--- src/rtl/count_pwm_compare_if.sv ---
// Bus between the counter-driven PWM comparator and its controller:
// time-base count, duty programming, run request and the PWM status outputs.
interface count_pwm_compare_if #(
    parameter int WIDTH = 8
);
    logic [WIDTH-1:0] Q_in;
    logic [WIDTH-1:0] Duty;
    logic             Load;
    logic             Enable;
    logic             PWM_out;
    logic             Wrap;
    logic             Busy;
    logic [WIDTH-1:0] Periods;

    modport master (
        output Q_in, Duty, Load, Enable,
        input  PWM_out, Wrap, Busy, Periods
    );

    modport slave (
        input  Q_in, Duty, Load, Enable,
        output PWM_out, Wrap, Busy, Periods
    );
endinterface

--- src/rtl/count_pwm_compare.sv ---
// PWM generator timed by an external free-running counter, with double-buffered
// duty, period-aligned start/stop and a saturating completed-period count.
module count_pwm_compare #(
    parameter int WIDTH = 8
) (
    input  logic                CLK,
    input  logic                Clear,
    count_pwm_compare_if.slave  bus
);

    typedef enum logic [1:0] {
        ST_IDLE  = 2'd0,
        ST_ARMED = 2'd1,
        ST_RUN   = 2'd2,
        ST_DRAIN = 2'd3
    } state_t;

    localparam logic [WIDTH-1:0] CNT_MAX  = {WIDTH{1'b1}};
    localparam logic [WIDTH-1:0] CNT_ZERO = {WIDTH{1'b0}};

    state_t           state_q;
    logic [WIDTH-1:0] prev_q_q;
    logic [WIDTH-1:0] shadow_q;
    logic [WIDTH-1:0] active_q;
    logic [WIDTH-1:0] active_d;
    logic [WIDTH-1:0] periods_q;
    logic             pwm_q;
    logic             wrap_q;
    logic             busy_q;
    logic             wrap_det_s;
    logic             cmp_s;

    // Wrap detection and the duty value in force after this edge (Load bypasses the shadow on a wrap).
    always_comb begin
        wrap_det_s = (prev_q_q == CNT_MAX) && (bus.Q_in == CNT_ZERO);
        active_d   = active_q;
        if (wrap_det_s) begin
            if (bus.Load) begin
                active_d = bus.Duty;
            end else begin
                active_d = shadow_q;
            end
        end else begin
            active_d = active_q;
        end
        cmp_s = (bus.Q_in < active_d);
    end

    // Duty buffers, wrap strobe and the run-control state machine with its registered outputs.
    always_ff @(posedge CLK or posedge Clear) begin
        if (Clear) begin
            state_q   <= ST_IDLE;
            prev_q_q  <= CNT_ZERO;
            shadow_q  <= CNT_ZERO;
            active_q  <= CNT_ZERO;
            periods_q <= CNT_ZERO;
            pwm_q     <= 1'b0;
            wrap_q    <= 1'b0;
            busy_q    <= 1'b0;
        end else begin
            prev_q_q <= bus.Q_in;
            wrap_q   <= wrap_det_s;
            active_q <= active_d;
            if (bus.Load) begin
                shadow_q <= bus.Duty;
            end

            case (state_q)
                ST_IDLE: begin
                    pwm_q <= 1'b0;
                    if (bus.Enable) begin
                        state_q <= ST_ARMED;
                        busy_q  <= 1'b1;
                    end else begin
                        busy_q  <= 1'b0;
                    end
                end
                ST_ARMED: begin
                    pwm_q <= 1'b0;
                    if (!bus.Enable) begin
                        state_q <= ST_IDLE;
                        busy_q  <= 1'b0;
                    end else if (wrap_det_s) begin
                        state_q   <= ST_RUN;
                        periods_q <= CNT_ZERO;
                        busy_q    <= 1'b1;
                    end else begin
                        busy_q    <= 1'b1;
                    end
                end
                ST_RUN: begin
                    pwm_q  <= cmp_s;
                    busy_q <= 1'b1;
                    if (wrap_det_s && (periods_q != CNT_MAX)) begin
                        periods_q <= periods_q + {{(WIDTH-1){1'b0}}, 1'b1};
                    end
                    if (!bus.Enable) begin
                        state_q <= ST_DRAIN;
                    end
                end
                ST_DRAIN: begin
                    // The period in flight completes; a re-raised Enable resumes without a gap.
                    if (wrap_det_s) begin
                        state_q <= ST_IDLE;
                        pwm_q   <= 1'b0;
                        busy_q  <= 1'b0;
                    end else begin
                        pwm_q  <= cmp_s;
                        busy_q <= 1'b1;
                        if (bus.Enable) begin
                            state_q <= ST_RUN;
                        end
                    end
                end
                default: begin
                    state_q <= ST_IDLE;
                    pwm_q   <= 1'b0;
                    busy_q  <= 1'b0;
                end
            endcase
        end
    end

    assign bus.PWM_out = pwm_q;
    assign bus.Wrap    = wrap_q;
    assign bus.Busy    = busy_q;
    assign bus.Periods = periods_q;

endmodule

--- src/flat_wrapper.sv ---
// flat-port wrapper written by rule: the top's interface ports become plain ports
module count_pwm_compare_flat 
#(
    parameter int WIDTH = 8
)
  (CLK, Clear, bus_Q_in, bus_Duty, bus_Load, bus_Enable, bus_PWM_out, bus_Wrap, bus_Busy, bus_Periods);
  count_pwm_compare_if #(.WIDTH(WIDTH)) bus_i ();
  input  logic CLK;
  input  logic Clear;
  input wire logic [$bits(bus_i.Q_in)-1:0] bus_Q_in;
  input wire logic [$bits(bus_i.Duty)-1:0] bus_Duty;
  input wire logic [$bits(bus_i.Load)-1:0] bus_Load;
  input wire logic [$bits(bus_i.Enable)-1:0] bus_Enable;
  output wire logic [$bits(bus_i.PWM_out)-1:0] bus_PWM_out;
  output wire logic [$bits(bus_i.Wrap)-1:0] bus_Wrap;
  output wire logic [$bits(bus_i.Busy)-1:0] bus_Busy;
  output wire logic [$bits(bus_i.Periods)-1:0] bus_Periods;
  assign bus_i.Q_in = bus_Q_in;
  assign bus_i.Duty = bus_Duty;
  assign bus_i.Load = bus_Load;
  assign bus_i.Enable = bus_Enable;
  assign bus_PWM_out = bus_i.PWM_out;
  assign bus_Wrap = bus_i.Wrap;
  assign bus_Busy = bus_i.Busy;
  assign bus_Periods = bus_i.Periods;
  count_pwm_compare #(.WIDTH(WIDTH)) u_core (.CLK(CLK), .Clear(Clear), .bus(bus_i));
endmodule
--- config.mk ---
export PLATFORM = sky130hd
export DESIGN_NAME = count_pwm_compare_flat
export DESIGN_NICKNAME = d
export VERILOG_FILES = /design/src/rtl/count_pwm_compare_if.sv /design/src/rtl/count_pwm_compare.sv /design/src/flat_wrapper.sv
export SDC_FILE = /design/constraint.sdc
export NUM_CORES = 1
export LEC_CHECK = 0
export CORE_AREA = 2 2 69 71
export CTS_CLUSTER_DIAMETER = 150
export DETAILED_ROUTE_END_ITERATION = 16
export DIE_AREA = 0 0 71 73
export PLACE_DENSITY_LB_ADDON = 0.05
export SKIP_LAST_GASP = 1
export SLEW_MARGIN = 20
export SYNTH_ARGS = -nofsm -noshare
export SYNTH_HDL_FRONTEND = slang
export SYNTH_SLANG_ARGS = --single-unit
export TNS_END_PERCENT = 5
--- constraint.sdc ---
create_clock -name CLK -period 2.7 [get_ports CLK]
set_input_delay 0.54 -clock CLK [delete_from_list [all_inputs] [get_ports CLK]]
set_output_delay 0.54 -clock CLK [all_outputs]
set_load 0.01 [all_outputs]
==> qor.txt <==
Max Cap Viol - 0
status - completed
Mapped Area - 1700 um^2
DR WL/cell - 14.3 um
Via Count - 1318
worst skew pair latency - 0.29 ns
worst hold stages - 2
cell area power density - 511 nW/um^2
root buf cell - clkbuf_8
final net count - 233
Die Area - 5180 um^2
Post-Place Setup Slack - -0.359 ns
Die Y - 73 um
number of port buffers - 30
WS Path Type - in2reg
fin crit share - 95.4%
Slew Viols, Final - 0
proportion of layout cells with a drive suffix above 1 - 29.1%
Crit path required time - 2.88 ns
commonest non-fill, non-tap cell in the layout - dfrtp_1
worst path cell trace - clkdlybuf4s50_1 -> nor4_2 -> nand4_2 -> inv_4 -> mux2i_2 -> ha_1 -> a21o_1 -> a21oi_2 -> o221ai_1 -> a311oi_1
initial antenna violation count - 0
final wirelength - 3.73 mm
# IOs - 31
total power - 0.00126 W
cts bufs inserted - 5
CTS hold repair buffers - 0
H-tree depth - 2
Mapped Nets - 173
synthesis-stage register bit count - 37
worst-case clock buffer depth - 2
routability cong. - 0.803
ys flop type - dfrtp_1
DRT Pass-1 Iters - 4
Slew HR - 69.2%
type of the worst min-delay path - reg2reg
vias per cell - 5.07
WP data arrival - 2.76 ns
die width - 71 um
register area share after synthesis - 54.3%
number of synthesized flops with an enable pin - 0
Mapped Cells - 145
TritonCTS clock tree - yes
antenna viol nets, final - 0
clk_skew - 0.0114 ns
largest net degree at the start of global routing - 38
slowest stage delay, CP - 0.45 ns
clk sinks - 37
CTS clk-pin slew, worst paths - 0.07 ns
RSZ-0062 raised after global routing - no
CP max-delay cell - clkdlybuf4s50_1
area grow syn2layout - 44.3%
count of cell types in the netlist - 42
Max FO, Critical Path - 6
number of fill cells - 391
R2R depth - 9
Congestion Overflow GR - 0
leak pwr - 1.21 nW
post-route setup slack - 0.124 ns
Final Hold Violating Endpoints - 0
final core utilization - 54.2%
row count - 25
number of diodes - 0
Mean Syn Cell Area - 11.8 um^2
Core Region - 4540 um^2
minimum clock period after layout - 2.58 ns
most frequent cells in the layout - dfrtp_1, buf_4, clkdlybuf4s50_1, inv_1
Iter 0 DRT Violations - 114
maximum vdd drop - 0.000348 V
Async SR Flop Fraction - 100%
first-pass GRT wire length - 6.27 mm
DRC - 0
CP Capture Type - flop
Initial Util - 37.6%
hpwl dp - 2.67 mm
measured slew at the worst slew-check pin - 0.462 ns
Critical Path Start Type - input pin
vias in the first global route - 1305
maximum clock rate - 388 MHz
number of synthesis warnings - 0
setup_tns - 0 ns
GRT Resource Usage Total - 15.9%
Final setup violation count - 0
kinds of logic (layout without fill, tap and decap cells):
family,after synthesis,count (layout),synth area share [%]
buffers and inverters,20,81,4.85
adders and majority gates,8,8,5.87
muxes,15,15,9.40
DFF,37,37,54.3
xor gates and xnor gates,1,1,0.514
AOI/OAI and AO/OA,28,28,10.8
and+or+nand+nor,36,36,14.2
timing repair:
action | 4_1_cts | 5_1_grt
pin swaps | 0 | 7
gates resized for setup | 3 | 13
endpoints found under the setup margin | 1 | 1
setup buffers | 3 | 3
critical path, delay by kind of cell:
| family | cells | cell delay [ns] |
|---|---|---|
| multiplexers | 1 | 0.24 |
| adder cells (fa/ha/maj) | 1 | 0.27 |
| AND/OR/NAND/NOR | 2 | 0.36 |
| buffers and inverters | 2 | 0.59 |
| AO/OA/AOI/OAI | 4 | 0.76 |
Yosys cell counts, types with 2 or more instances:
library cell  instances  area, um^2
nand3_1               6        30.0
nor2_1                3        11.3
or4b_1                2        20.0
nand4_1               2        12.5
nand2b_1              2        12.5
buf_4                 2        15.0
o21ai_0               3        15.0
ha_1                  8         100
mux2_2                8        90.1
dfrtp_1              37         926
nand2_1               6        22.5
inv_1                12        45.0
inv_2                 4        15.0
nor4b_1               2        17.5
o211ai_1              2        15.0
clkbuf_1              2        7.51
a21oi_1               8        40.0
a21o_1                3        22.5
o21ai_1               3        15.0
mux2i_1               7        70.1
nor3_1                2        10.0
report_power, final:
group,internal (W),switching (W),leakage [nW]
sequential,0.000573,0.00000537,0.450
clock,0.000367,0.000200,0.0681
combinational,0.0000620,0.0000486,0.692
total,0.00100,0.000254,1.21
metal layers:
layer / wire, um / track usage, % / vias to the layer above
met3: 195 / 4.42 / 7
met4: 55 / 6.29 / 0
met2: 1660 / 24.4 / 35
met5: 0 / 0 / -
met1: 1820 / 21.4 / 635
li1: - / - / 641
state kept, by name, summed over array words and instances (netlist names):
register            flops
u_core.active_q         8
u_core.bus.Periods      8
u_core.prev_q_q         8
u_core.shadow_q         8
u_core.state_q          2
u_core.bus.Busy         1
u_core.bus.PWM_out      1
u_core.bus.Wrap         1
final timing paths:
kind / startpoint / to / slack, ns
max in group asynchronous: Clear / u_core.shadow_q[4]$_DFF_PP0_ / 1.71
min in group asynchronous: Clear / u_core.shadow_q[2]$_DFF_PP0_ / 0.66
hold / removal: u_core.active_q[3]$_DFF_PP0_ / u_core.active_q[3]$_DFF_PP0_ / 0.50
hold reg to reg: u_core.active_q[3]$_DFF_PP0_ / u_core.active_q[3]$_DFF_PP0_ / 0.50
setup / recovery: bus_Q_in[5] / u_core.bus.PWM_out$_DFF_PP0_ / 0.12
setup reg to reg: u_core.prev_q_q[6]$_DFF_PP0_ / u_core.bus.PWM_out$_DFF_PP0_ / 0.45
area by class of cell:
class	instances	area (um^2)	area share [%]
clock buffer	5	68.8	2.80
clock inverter	3	65.1	2.65
inverter	16	62.6	2.54
multi-input combinational	88	736	29.9
sequential	37	926	37.7
tap	54	67.6	2.75
timing repair buffer	57	533	21.7
stage by stage:
stage                     std cells  hold slack (ns)  cell area, um^2
after floorplan                 145            0.452             1700
after global placement          246            0.471             2220
after detailed placement        246            0.492             2220
after CTS                       257            0.511             2390
after global routing            260            0.521             2460
final                           260            0.503             2460
(Power assumes the default switching activity.)
